$ cat config.mk
export PLATFORM = sky130hd
export DESIGN_NAME = swo_manch_rx
export DESIGN_NICKNAME = d
export VERILOG_FILES = /design/src/rtl/swo_pkg.sv /design/src/rtl/swo_edge_sync.sv /design/src/rtl/swo_manch_rx.sv
export SDC_FILE = /design/constraint.sdc
export NUM_CORES = 1
export LEC_CHECK = 0
export CAP_MARGIN = 20
export CORE_UTILIZATION = 65
export CTS_BUF_LIST = sky130_fd_sc_hd__clkbuf_4
export DETAILED_ROUTE_END_ITERATION = 8
export GPL_TIMING_DRIVEN = 0
export MAX_ROUTING_LAYER = met4
export PLACE_DENSITY = 0.9
export SYNTH_ARGS = -nofsm -noshare
export SYNTH_HDL_FRONTEND = slang
export SYNTH_SLANG_ARGS = --single-unit
$ cat constraint.sdc
create_clock -name clk_i -period 7.25 [get_ports clk_i]
set_input_delay 1.45 -clock clk_i [delete_from_list [all_inputs] [get_ports clk_i]]
set_output_delay 1.45 -clock clk_i [all_outputs]
set_load 0.02 [all_outputs]
$ cat src/rtl/swo_pkg.sv
// Shared types, default parameters and timing helpers for the SWO Manchester receiver.
package swo_pkg;

    // Receiver states: waiting for a start bit, measuring its first half, decoding data bits.
    typedef enum logic [1:0] {
        ST_IDLE  = 2'd0,
        ST_HBLEN = 2'd1,
        ST_BITS  = 2'd2
    } swo_state_e;

    localparam int DEF_CNT_W         = 17;
    localparam int DEF_DATA_W        = 8;
    localparam int DEF_TOL           = 2;
    localparam int DEF_TIMEOUT_SHIFT = 3;
    localparam int DEF_SYNC_STAGES   = 2;
    localparam int DEF_MIN_HB        = 2;

    // Width used for threshold/timeout arithmetic. It exceeds CNT_W+TIMEOUT_SHIFT+1
    // for every sensible configuration, so neither doubling nor shifting hb_len
    // can lose bits.
    localparam int CALC_W = 64;

    // Earliest counter value at which an edge counts as a mid-bit transition:
    // 2*hb - tol, clamped to 1 when the subtraction would reach zero or below.
    function automatic logic [CALC_W-1:0] mid_threshold(
        input logic [CALC_W-1:0] hb,
        input logic [CALC_W-1:0] tol
    );
        logic [CALC_W-1:0] twice;
        twice = hb << 1;
        if (twice <= tol) begin
            return {{(CALC_W-1){1'b0}}, 1'b1};
        end else begin
            return twice - tol;
        end
    endfunction

    // Counter value beyond which a silent line ends the packet.
    function automatic logic [CALC_W-1:0] timeout_limit(
        input logic [CALC_W-1:0] hb,
        input int unsigned       shift
    );
        return hb << shift;
    endfunction

endpackage

$ cat src/rtl/swo_edge_sync.sv
// Input synchroniser for the raw SWO pin plus one-cycle history for edge detection.
module swo_edge_sync #(
    parameter int SYNC_STAGES = 2
) (
    input  logic clk_i,
    input  logic rst_i,
    input  logic din_i,
    output logic s_o,
    output logic prev_o,
    output logic edge_o,
    output logic rise_o
);

    logic [SYNC_STAGES-1:0] sync_q;
    logic                   prev_q;

    // Shift the asynchronous pin through the synchroniser and keep last cycle's level.
    always_ff @(posedge clk_i) begin
        if (rst_i) begin
            sync_q <= {SYNC_STAGES{1'b0}};
            prev_q <= 1'b0;
        end else begin
            sync_q <= {sync_q[SYNC_STAGES-2:0], din_i};
            prev_q <= sync_q[SYNC_STAGES-1];
        end
    end

    assign s_o    = sync_q[SYNC_STAGES-1];
    assign prev_o = prev_q;
    assign edge_o = sync_q[SYNC_STAGES-1] ^ prev_q;
    assign rise_o = (sync_q[SYNC_STAGES-1] ^ prev_q) & sync_q[SYNC_STAGES-1];

endmodule

$ cat src/rtl/swo_manch_rx.sv
// Manchester SWO receiver: measures the half-bit from each start bit, decodes
// mid-bit transitions into DATA_W-bit words (LSB first) and flags truncated words.
module swo_manch_rx
    import swo_pkg::*;
#(
    parameter int CNT_W         = DEF_CNT_W,
    parameter int DATA_W        = DEF_DATA_W,
    parameter int TOL           = DEF_TOL,
    parameter int TIMEOUT_SHIFT = DEF_TIMEOUT_SHIFT,
    parameter int SYNC_STAGES   = DEF_SYNC_STAGES,
    parameter int MIN_HB        = DEF_MIN_HB
) (
    input  logic              clk_i,
    input  logic              rst_i,
    input  logic              enable_i,
    input  logic              swo_in_i,
    output logic              word_valid_o,
    output logic [DATA_W-1:0] word_data_o,
    output logic              word_toggle_o,
    output logic              partial_err_o,
    output logic [CNT_W-1:0]  hb_len_o,
    output logic              busy_o
);

    localparam int               IDX_W    = (DATA_W > 1) ? $clog2(DATA_W) : 1;
    localparam logic [CNT_W-1:0] CNT_ONE  = {{(CNT_W-1){1'b0}}, 1'b1};
    localparam logic [CNT_W-1:0] CNT_MAX  = {CNT_W{1'b1}};
    localparam logic [CNT_W-1:0] CNT_MIN  = CNT_W'(MIN_HB);
    localparam logic [IDX_W-1:0] IDX_ZERO = {IDX_W{1'b0}};
    localparam logic [IDX_W-1:0] IDX_ONE  = IDX_W'(1);
    localparam logic [IDX_W-1:0] IDX_LAST = IDX_W'(DATA_W - 1);

    // Synchronised line view
    logic line_s;
    logic prev_s;
    logic edge_s;
    logic rise_s;
    logic fall_s;

    // State and datapath registers
    swo_state_e        state_q,       state_d;
    logic [CNT_W-1:0]  cnt_q,         cnt_d;
    logic [CNT_W-1:0]  hb_len_q,      hb_len_d;
    logic [IDX_W-1:0]  bit_idx_q,     bit_idx_d;
    logic [DATA_W-1:0] shift_q,       shift_d;
    logic              done_q,        done_d;
    logic              word_valid_q,  word_valid_d;
    logic [DATA_W-1:0] word_data_q,   word_data_d;
    logic              word_toggle_q, word_toggle_d;
    logic              partial_err_q, partial_err_d;

    // Timing arithmetic
    logic [CALC_W-1:0] cnt_wide_s;
    logic [CALC_W-1:0] hb_wide_s;
    logic [CALC_W-1:0] thresh_s;
    logic [CALC_W-1:0] tmo_s;
    logic [CNT_W-1:0]  cnt_inc_s;
    logic              mid_bit_s;
    logic              timeout_s;

    swo_edge_sync #(
        .SYNC_STAGES (SYNC_STAGES)
    ) u_edge_sync (
        .clk_i  (clk_i),
        .rst_i  (rst_i),
        .din_i  (swo_in_i),
        .s_o    (line_s),
        .prev_o (prev_s),
        .edge_o (edge_s),
        .rise_o (rise_s)
    );

    // The start bit's measured half always ends on a falling edge.
    assign fall_s     = edge_s & ~line_s;

    assign cnt_wide_s = CALC_W'(cnt_q);
    assign hb_wide_s  = CALC_W'(hb_len_q);
    assign thresh_s   = mid_threshold(hb_wide_s, CALC_W'(TOL));
    assign tmo_s      = timeout_limit(hb_wide_s, TIMEOUT_SHIFT);
    assign cnt_inc_s  = (cnt_q == CNT_MAX) ? cnt_q : (cnt_q + CNT_ONE);
    assign mid_bit_s  = edge_s && (cnt_wide_s >= thresh_s);
    assign timeout_s  = !edge_s && (cnt_wide_s > tmo_s);

    // Next-state, counter, shift-register and output strobe logic.
    always_comb begin
        state_d       = state_q;
        cnt_d         = cnt_q;
        hb_len_d      = hb_len_q;
        bit_idx_d     = bit_idx_q;
        shift_d       = shift_q;
        done_d        = 1'b0;
        word_valid_d  = 1'b0;
        word_data_d   = word_data_q;
        word_toggle_d = word_toggle_q;
        partial_err_d = 1'b0;

        if (!enable_i) begin
            // Disabled: drop any packet in flight silently, including a word
            // that completed last cycle but has not been presented yet.
            state_d   = ST_IDLE;
            cnt_d     = CNT_ONE;
            bit_idx_d = IDX_ZERO;
        end else begin
            // A word completed last cycle: present it together with the toggle.
            if (done_q) begin
                word_valid_d  = 1'b1;
                word_data_d   = shift_q;
                word_toggle_d = ~word_toggle_q;
            end else begin
                word_valid_d  = 1'b0;
            end

            case (state_q)
                ST_IDLE: begin
                    cnt_d = CNT_ONE;
                    if (rise_s) begin
                        state_d = ST_HBLEN;
                    end else begin
                        state_d = ST_IDLE;
                    end
                end

                ST_HBLEN: begin
                    if (fall_s) begin
                        if (cnt_q < CNT_MIN) begin
                            // Too short to be a real half-bit: treat as a glitch.
                            state_d = ST_IDLE;
                            cnt_d   = CNT_ONE;
                        end else begin
                            hb_len_d  = cnt_q;
                            cnt_d     = CNT_ONE;
                            bit_idx_d = IDX_ZERO;
                            state_d   = ST_BITS;
                        end
                    end else if (cnt_q == CNT_MAX) begin
                        state_d = ST_IDLE;
                        cnt_d   = CNT_ONE;
                    end else begin
                        cnt_d = cnt_inc_s;
                    end
                end

                ST_BITS: begin
                    if (mid_bit_s) begin
                        // Bit value is the level before the mid-bit transition.
                        shift_d[bit_idx_q] = prev_s;
                        cnt_d              = CNT_ONE;
                        if (bit_idx_q == IDX_LAST) begin
                            bit_idx_d = IDX_ZERO;
                            done_d    = 1'b1;
                        end else begin
                            bit_idx_d = bit_idx_q + IDX_ONE;
                        end
                    end else if (timeout_s) begin
                        state_d       = ST_IDLE;
                        cnt_d         = CNT_ONE;
                        partial_err_d = (bit_idx_q != IDX_ZERO);
                        bit_idx_d     = IDX_ZERO;
                    end else begin
                        // Bit-boundary edges fall through here and do not restart timing.
                        cnt_d = cnt_inc_s;
                    end
                end

                default: begin
                    state_d   = ST_IDLE;
                    cnt_d     = CNT_ONE;
                    bit_idx_d = IDX_ZERO;
                end
            endcase
        end
    end

    // State and datapath registers with synchronous reset.
    always_ff @(posedge clk_i) begin
        if (rst_i) begin
            state_q       <= ST_IDLE;
            cnt_q         <= CNT_ONE;
            hb_len_q      <= {CNT_W{1'b0}};
            bit_idx_q     <= IDX_ZERO;
            shift_q       <= {DATA_W{1'b0}};
            done_q        <= 1'b0;
            word_valid_q  <= 1'b0;
            word_data_q   <= {DATA_W{1'b0}};
            word_toggle_q <= 1'b0;
            partial_err_q <= 1'b0;
        end else begin
            state_q       <= state_d;
            cnt_q         <= cnt_d;
            hb_len_q      <= hb_len_d;
            bit_idx_q     <= bit_idx_d;
            shift_q       <= shift_d;
            done_q        <= done_d;
            word_valid_q  <= word_valid_d;
            word_data_q   <= word_data_d;
            word_toggle_q <= word_toggle_d;
            partial_err_q <= partial_err_d;
        end
    end

    assign word_valid_o  = word_valid_q;
    assign word_data_o   = word_data_q;
    assign word_toggle_o = word_toggle_q;
    assign partial_err_o = partial_err_q;
    assign hb_len_o      = hb_len_q;
    assign busy_o        = (state_q != ST_IDLE);

endmodule

**Word-level counts from Yosys, hierarchy flattened**

Index checks and enable logic that the tools add are counted.

- Flip-flop bits (word level): 62
- Word-level logic and storage cells: 82

- Add/subtract/negate cells: 3
- $lt $le $gt $ge: 6
- Eq/ne operators: 10
- Multiplexer cells: 25
- Bitwise operators: 11
- Reduce and logical (&&, ||, !) cells: 15

Operator list:

| kind | count |
|---|---|
| $mux W17 | 5 |
| $ge A17 B64 Y1 | 1 |
| $mux W64 | 1 |
| $pmux W17 S2 | 1 |
| $gt A17 B20 Y1 | 1 |
| $sub A18 B2 Y19 const B | 1 |
| $le A18 B2 Y1 const B | 1 |
| $add A17 B1 Y17 const B | 1 |
| $eq A17 B17 Y1 const B | 1 |
| $lt A17 B2 Y1 const B | 1 |
| $mux W3 | 5 |
| $mux W2 | 5 |
| $pmux W3 S3 | 1 |
| $bwmux W8 | 1 |
| $ne A2 B2 Y1 const B | 4 |
| $not A1 Y1 | 8 |
| $reduce_and A4 Y1 | 2 |
| $ne A3 B3 Y1 const B | 2 |
| $pmux W2 S3 | 1 |
| $reduce_and A3 Y1 | 2 |
| $reduce_or A5 Y1 | 1 |
| $lt A3 B4 Y1 const B | 1 |
| $mux W1 | 4 |
| $reduce_or A4 Y1 | 1 |
| other kinds (15) | 18 |

**Depth between registers and ports, before layout**

Gate-level depths: netlist (run 1).

- Word-level depth: 6
- Depth in mapped cells: 15

**By module**

Synthesis (run 1) repeated with hierarchy kept, for this count alone.

- Cell total of the unflattened synthesis: 461
- Area, all modules: 3818.7 µm²

By module, submodules not included:

| module | instances | cells each | area each (µm²) |
|---|---|---|---|
| swo_manch_rx | 1 | 452 | 3719.8 |
| swo_edge_sync | 1 | 9 | 98.8 |

**Worst setup path before layout (run 1)**

OpenSTA, ideal clock, no wires.

- Kind: flip-flop to flip-flop
- Start point: reg hb_len_q[10] (netlist: hb_len_o[10])
- End point: reg bit_idx_q[1]
- Setup time: 0.074 ns
- Arrival: 3.590 ns
- Required time: 7.176 ns
- Slack: 3.586 ns
- Stages on the path, launching flop included: 16
- Buffers on the path: 3
- Cells stage by stage: dfxtp_1 > buf_2 > or4_4 > or2_0 > nor2_1 > o21ai_1 > clkbuf_1 > nand2_1 > ha_1 > a21o_1 > a21oi_1 > o221ai_1 > a211oi_1 > clkbuf_1 > o2111ai_1 > a31oi_1

- Cells in the longest elaborated chain, start to end: 6
- Elaborated cells between the ends (all ways): 11
- Classes of those cells: add/sub: 1; order compare: 3; eq/ne: 1; mux: 3; reduce/logical: 3

Ends and longest elaborated chain:

| what | RTL line | text |
|---|---|---|
| from (decl) | swo_manch_rx.sv:43 | `logic [CNT_W-1:0] hb_len_q, hb_len_d;` |
| from (signal assigned) | swo_manch_rx.sv:179 | `hb_len_q <= {CNT_W{1'b0}};` |
| from (signal assigned) | swo_manch_rx.sv:190 | `hb_len_q <= hb_len_d;` |
| $sub A18 B2 Y19 or $le A18 B2 Y1 (tied branches) | swo_pkg.sv:34, swo_pkg.sv:31 |  |
| $mux W64 | swo_pkg.sv:31 | `if (twice <= tol) begin` |
| $ge A17 B64 Y1 | swo_manch_rx.sv:81 | `assign mid_bit_s = edge_s && (cnt_wide_s >= thresh_s);` |
| $logic_and A1 B1 Y1 | swo_manch_rx.sv:81 |  |
| $ne A3 B3 Y1 (no line) or $mux W3 (tied branches) | n/a |  |
| $reduce_and A4 Y1 (no line) or $pmux W3 S3 (tied branches) | n/a |  |
| to (signal assigned) | swo_manch_rx.sv:191 | `bit_idx_q <= bit_idx_d;` |
| to (decl) | swo_manch_rx.sv:44 | `logic [IDX_W-1:0] bit_idx_q, bit_idx_d;` |

Parallel ways exist; a longest one is shown, timed or not.
A chain may end at the register's enable or synchronous reset.

**Worst setup path after layout (run 1)**

- Start point: reg hb_len_q[0] (netlist: hb_len_o[0])
- End point: reg shift_q[2]

- Cells in the longest elaborated chain, start to end: 5
- Elaborated cells between the ends (all ways): 6
- Classes of those cells: add/sub: 1; order compare: 2; mux: 1; reduce/logical: 2

Ends and longest elaborated chain:

| what | RTL line | text |
|---|---|---|
| $sub A18 B2 Y19 or $le A18 B2 Y1 (tied branches) | swo_pkg.sv:34, swo_pkg.sv:31 |  |
| $mux W64 * | swo_pkg.sv:31 |  |
| $ge A17 B64 Y1 * | swo_manch_rx.sv:81 |  |
| $logic_and A1 B1 Y1 * | swo_manch_rx.sv:81 |  |
| $reduce_and A3 Y1 (no line) * | n/a |  |
| to (signal assigned) | swo_manch_rx.sv:181 | `shift_q <= {DATA_W{1'b0}};` |
| to (signal assigned) | swo_manch_rx.sv:192 | `shift_q <= shift_d;` |
| to (decl) | swo_manch_rx.sv:45 | `logic [DATA_W-1:0] shift_q, shift_d;` |

Mark *: on every way between the ends. The rest lies on a longest branch, timed or not.

==> results of run 1 <==
## report_power, final
part,switching [uW],total (uW),internal [uW],leakage (uW)
sequential,0.440,342,341,0.000500
combinational,11.7,16.3,4.59,0.00122
clock,134,204,69.7,0.0000587
## kinds of logic (layout without fill, tap and decap cells)
logic type | Yosys count | in the layout | share of synthesized area
flops | 62 | 62 | 0.311
compound gates | 80 | 80 | 0.157
xor+xnor | 28 | 28 | 0.0615
simple gates | 182 | 182 | 0.223
mux | 20 | 20 | 0.0502
fa+ha+maj | 46 | 46 | 0.144
buf+inv | 53 | 100 | 0.0527
## layout make-up
type / count / area share
repair buffers: 31 / 0.0690
clock buffers: 10 / 0.0167
plain buffers: 18 / 0.0175
clock inverters: 6 / 0.00640
well taps: 75 / 0.0209
flip-flops and latches: 62 / 0.276
inverters: 35 / 0.0292
multi-input cells: 356 / 0.564
## metal layers
layer  GRT usage  up-vias  routed length [um]
met1       0.421     1782                4290
met4       0.154        0                 328
met5           -        -                   0
met2       0.528      203                4660
met3      0.0977       47                 841
li1            -     1765                   -
## synthesized netlist by cell type, types with 3 or more instances
library cell / instances / area share
clkbuf_1: 13 / 0.012
nor2_1: 44 / 0.041
a211oi_2: 9 / 0.028
ha_1: 46 / 0.14
nor2b_1: 7 / 0.011
nand4_1: 16 / 0.025
a21o_1: 3 / 0.0056
nand2b_1: 8 / 0.013
nor3_1: 11 / 0.014
a211oi_1: 7 / 0.013
xor2_1: 7 / 0.015
o41ai_1: 9 / 0.020
or3_1: 3 / 0.0047
nor4_1: 4 / 0.0063
mux2i_1: 20 / 0.050
nand2_1: 55 / 0.052
a31oi_1: 4 / 0.0063
or4_1: 4 / 0.0075
xnor2_1: 21 / 0.046
dfxtp_1: 62 / 0.31
nand3_1: 15 / 0.019
inv_1: 34 / 0.032
buf_2: 3 / 0.0038
a21oi_1: 27 / 0.034
## state kept, by name, indices dropped and copies added, names as in the netlist
name / flops
cnt_q: 17
word_valid_o: 1
bit_idx_q: 3
word_toggle_o: 1
u_edge_sync.prev_o: 1
partial_err_o: 1
shift_q: 8
u_edge_sync.sync_q: 2
word_data_o: 8
done_q: 1
state_q: 2
hb_len_o: 17
## worst paths after layout
kind	start	end	slack (ns)	cells after the start
worst min register to register	shift_q[7]$_SDFFE_PP0P_	word_data_o[7]$_SDFFE_PP0P_	0.46	2
worst max register to register	hb_len_o[0]$_SDFFE_PP0P_	shift_q[2]$_SDFFE_PP0P_	2.81	13
worst min-delay path	shift_q[7]$_SDFFE_PP0P_	word_data_o[7]$_SDFFE_PP0P_	0.46	2
worst max-delay path	hb_len_o[0]$_SDFFE_PP0P_	shift_q[2]$_SDFFE_PP0P_	2.81	13
## worst max-delay path, stage by stage (launching register included)
cell	delay, ns
dfxtp_1	0.48
inv_1	0.12
ha_1	0.32
o21ai_1	0.46
clkbuf_1	0.46
nand2_1	0.13
ha_1	0.34
nand4_1	0.14
nor3_1	0.38
nor4b_1	0.39
a211oi_1	0.22
clkbuf_1	0.30
o41ai_1	0.46
a21oi_1	0.11
## metrics by stage
step           hold slack [ns]  setup slack (ns)  std cells  power, uW  cell area, sq um
2_1_floorplan            0.414              3.59        471        360              3990
3_3_place_gp             0.423              3.06        577        365              4390
3_5_place_dp             0.444              3.01        577        365              4390
4_1_cts                  0.453              2.92        593        562              4500
5_1_grt                  0.471              2.48        593        579              4500
6_report                 0.458              2.81        593        562              4500
==> flow_summary.json, run 1 <==
{
  "cts_buffers": 9,
  "fmax_mhz": 225,
  "cts_tree": "yes",
  "worstSkewPairLatency_ns": 0.43,
  "setup_violations": 0,
  "cts.path.max_buffers": 2,
  "critical_path_arrival_ns": 4.74,
  "drive_gt1_frac": 0.0714,
  "grt_remaining_overflow": 0,
  "peakVddDrop_v": 0.000150,
  "synth_edf_count": 0,
  "seq_area_sq_um": 1240,
  "antenna_found_initial": 0,
  "rsz0062_at_grt": "false",
  "yosysSeqAreaShare": 0.311,
  "postCtsSetupBuffers": 0,
  "clk_pin_slew_ns": 0.12,
  "io_pins": 33,
  "hold_viol_final": 0,
  "portBuffers": 31,
  "final.setup_skew_ns": 0.0168,
  "dieArea_sq_um": 6460,
  "n_fill_cell": 433,
  "drt_pass1_iterations": 5,
  "drt_iter0_markers": 261,
  "worst_slew_pin_slew_ns": 0.851,
  "outcome": "completed",
  "wirelength_um": 10100,
  "via_count": 3797,
  "cts_root_buf": "clkbuf_4",
  "place_congestion": 0.915,
  "fin_util": 0.760,
  "placementRows": 28,
  "required_ns": 7.55,
  "mostFrequentLayoutCell": "dfxtp_1",
  "layout_common_cells": "62 x dfxtp_1, 55 x nand2_1, 46 x ha_1, 44 x nor2_1, 34 x inv_1",
  "grt_max_degree": 11,
  "synthCells": 471,
  "crit_type": "register to register",
  "max_cap_viol_count": 0,
  "finalNetCount": 563,
  "ctsHoldBuffers": 0,
  "syn_area_sq_um": 3990,
  "cts.sinks": 62,
  "synth.distinct_cells": 55,
  "dp_hpwl_um": 7350,
  "gr-usage-all-layers": 0.345,
  "num_antenna_cells": 0,
  "cts_resized": 0,
  "core_sq_um": 5920,
  "period_minus_slack_ns": 4.44,
  "drc": 0,
  "die-height_um": 80.4,
  "ys.flop_type": "dfxtp_1",
  "powerDensity_nw_per_um2": 125,
  "crit_path_start_kind": "register",
  "areaGrowthSynthToFinish_pct": 12.7,
  "multi_input_area_sq_um": 2540,
  "start_util": 0.674,
  "p_leak_uw": 0.00178,
  "avgRoutedWirePerCell_um": 17.1,
  "htreeDepth": 3,
  "min_path_type": "register to register",
  "async_reset_ff_frac": 0,
  "endpoint_kind": "register",
  "finalSetupTns_ns": 0,
  "grt_pass1_wl_um": 16600,
  "maxSlewHeadroom": 0.418,
  "yosys_register_bits": 62,
  "cp_max_fo": 10,
  "synth-warning-count": 0,
  "syn_area_per_cell_sq_um": 8.47,
  "synth_nets": 521,
  "vias_per_cell": 6.40,
  "slew_viol_final": 0,
  "period_share": 0.613,
  "antenna_left": 0,
  "die_w_um": 80.4,
  "first_global_vias": 3632
}
Note: power is estimated with default switching activity, not from simulation.
==> inputs of run 2 (changes only) <==
--- a/config.mk
+++ b/config.mk
@@ -6,12 +6,12 @@
 export NUM_CORES = 1
 export LEC_CHECK = 0
 export CAP_MARGIN = 20
-export CORE_UTILIZATION = 65
+export CORE_UTILIZATION = 61
 export CTS_BUF_LIST = sky130_fd_sc_hd__clkbuf_4
 export DETAILED_ROUTE_END_ITERATION = 8
 export GPL_TIMING_DRIVEN = 0
 export MAX_ROUTING_LAYER = met4
-export PLACE_DENSITY = 0.9
+export PLACE_DENSITY = 0.85
 export SYNTH_ARGS = -nofsm -noshare
 export SYNTH_HDL_FRONTEND = slang
 export SYNTH_SLANG_ARGS = --single-unit
==> constraint.sdc (replaced) <==
create_clock -name clk_i -period 4.2 [get_ports clk_i]
set_input_delay 0.84 -clock clk_i [delete_from_list [all_inputs] [get_ports clk_i]]
set_output_delay 0.84 -clock clk_i [all_outputs]
set_load 0.02 [all_outputs]
==> run 2 against run 1 <==
Worst setup slack worse by 2.6 ns; fmax increased by 12%; global-route usage decreased by 4.5 points; sequential cell count is the same; via count down 4.2%; non-clock buffer count is the same; sequential share of layout area fell by 0.50 points.
==> flow_summary.json, run 2 (synthesis results as in run 1) <==
{
  "outcome": "completed",
  "dp_hpwl_um": 7170,
  "vias_per_cell": 6.12,
  "grt_max_degree": 11,
  "rsz0062_at_grt": "false",
  "portBuffers": 31,
  "place_congestion": 0.905,
  "max_stage_delay_ns": 0.58,
  "intPower_uw": 838,
  "cts_tree": "yes",
  "postPlaceCellArea_sq_um": 4400,
  "final.setup_skew_ns": 0.0215,
  "layout_common_cells": "62 x dfxtp_1, 55 x nand2_1, 46 x ha_1, 44 x nor2_1, 34 x inv_1",
  "period_share": 0.941,
  "core_sq_um": 6310,
  "dieArea_sq_um": 6870,
  "finalNetCount": 563,
  "num_antenna_cells": 0,
  "fmax_mhz": 253,
  "start_util": 0.632,
  "cts_root_buf": "clkbuf_4",
  "critical_path_arrival_ns": 4.24,
  "p_seq_frac": 0.544,
  "wirelength_um": 9800,
  "die_w_um": 82.9,
  "antenna_found_initial": 0,
  "max_cap_viol_count": 0,
  "ctsHoldBuffers": 0,
  "via_count": 3638,
  "clkPwrFrac": 0.430,
  "avgRoutedWirePerCell_um": 16.5,
  "finalSetupTns_ns": 0,
  "period_minus_slack_ns": 3.95,
  "drt_iter0_markers": 249,
  "powerDensity_nw_per_um2": 236,
  "drt_pass1_iterations": 5,
  "min_path_type": "register to register",
  "gr-usage-all-layers": 0.300,
  "grt_remaining_overflow": 0,
  "drc": 0,
  "fin_hold_ws_ns": 0.447,
  "cp_max_fo": 10,
  "final_area_sq_um": 4580,
  "setup_violations": 0,
  "peakVddDrop_v": 0.000161,
  "die-height_um": 82.9,
  "io_pins": 33,
  "worst_slew_pin_slew_ns": 0.714,
  "cts.path.max_buffers": 2,
  "cts_buffers": 9,
  "slew_viol_final": 0,
  "net-switching-power_uw": 245,
  "crit_slowest_cell": "or4_4",
  "placementRows": 29,
  "required_ns": 4.49,
  "p_leak_uw": 0.00182,
  "placed_cells": 579,
  "crit_type": "register to register",
  "crit_chain": "buf_2 -> or4_4 -> or2_0 -> nor2_1 -> o21ai_2 -> clkbuf_2 -> nand2_1 -> ha_1 -> nand4_1 -> nor3_2 -> nor4b_2 -> a211oi_2 -> clkbuf_2 -> o41ai_1 -> a21oi_1",
  "mostFrequentLayoutCell": "dfxtp_1",
  "antenna_left": 0,
  "areaGrowthSynthToFinish_pct": 14.8,
  "pwr-share-comb": 0.026,
  "fin_util": 0.726,
  "cts.sinks": 62,
  "worstSkewPairLatency_ns": 0.42,
  "drive_gt1_frac": 0.0870,
  "switching_share": 0.226,
  "crit_path_start_kind": "register",
  "stdcell_count": 594,
  "grt_pass1_wl_um": 16200,
  "first_global_vias": 3496,
  "cp_common_cell": "clkbuf_2",
  "maxSlewHeadroom": 0.523,
  "clk_pin_slew_ns": 0.12,
  "htreeDepth": 3,
  "hold_viol_final": 0,
  "endpoint_kind": "register"
}
run 2: area by class of cell:
cell class | count | area [sq um]
flip-flops and latches | 62 | 1240
fillers | 483 | 1730
inverters | 35 | 131
clock buffers | 10 | 75.1
plain buffers | 18 | 81.3
clock inverters | 5 | 75.1
repair buffers | 31 | 310
multi-input cells | 356 | 2570
well taps | 77 | 96.3
run 2: power by group through the flow:
stage	clock [uW]	combinational, uW	sequential (uW)
after floorplan	0	18.0	603
after global placement	0	26.4	603
after detailed placement	0	26.9	603
after CTS	472	27.0	590
after global routing	498	30.1	590
final	466	27.6	590
run 2: critical path: cells and delay by family (launching register included):
family	cells	cell delay, ns
simple gates	7	1.87
fa+ha+maj	1	0.15
flops	1	0.33
compound gates	4	0.80
buf+inv	3	0.65
run 2: path summary, 6_finish.rpt:
| kind | start | end | slack (ns) | depth (start not counted) |
|---|---|---|---|---|
| worst max-delay path | hb_len_o[10]$_SDFFE_PP0P_ | shift_q[7]$_SDFFE_PP0P_ | 0.25 | 15 |
| worst min-delay path | u_edge_sync.sync_q[0]$_SDFF_PP0_ | u_edge_sync.sync_q[1]$_SDFF_PP0_ | 0.45 | 1 |
| worst max register to register | hb_len_o[10]$_SDFFE_PP0P_ | shift_q[7]$_SDFFE_PP0P_ | 0.25 | 15 |
| worst min register to register | u_edge_sync.sync_q[0]$_SDFF_PP0_ | u_edge_sync.sync_q[1]$_SDFF_PP0_ | 0.45 | 1 |
run 2: timing repair:
| action | in CTS | in global routing |
|---|---|---|
| buffers inserted | 0 | 0 |
| endpoints found under the setup margin | 20 | 20 |
| gates resized for setup | 4 | 6 |
run 2: stage by stage:
stage	setup slack (ns)	power, uW
after floorplan	0.536	621
after global placement	-0.0668	629
after detailed placement	-0.187	630
after CTS	0.0440	1090
after global routing	0.0159	1120
final	0.249	1080
run 2: metal layers:
metal	GRT usage	vias up	part of all wire
met5	-	-	0
met4	0.114	0	0.021
met3	0.0855	29	0.058
met2	0.477	126	0.48
met1	0.360	1719	0.44
li1	-	1764	-
==> inputs of run 3 (changes only) <==
--- a/config.mk
+++ b/config.mk
@@ -12,6 +12,7 @@
 export GPL_TIMING_DRIVEN = 0
 export MAX_ROUTING_LAYER = met4
 export PLACE_DENSITY = 0.85
+export SLEW_MARGIN = 5
 export SYNTH_ARGS = -nofsm -noshare
 export SYNTH_HDL_FRONTEND = slang
 export SYNTH_SLANG_ARGS = --single-unit
==> results of run 3 <==
Final layout, timing and power as in run 2 (identical DEF).
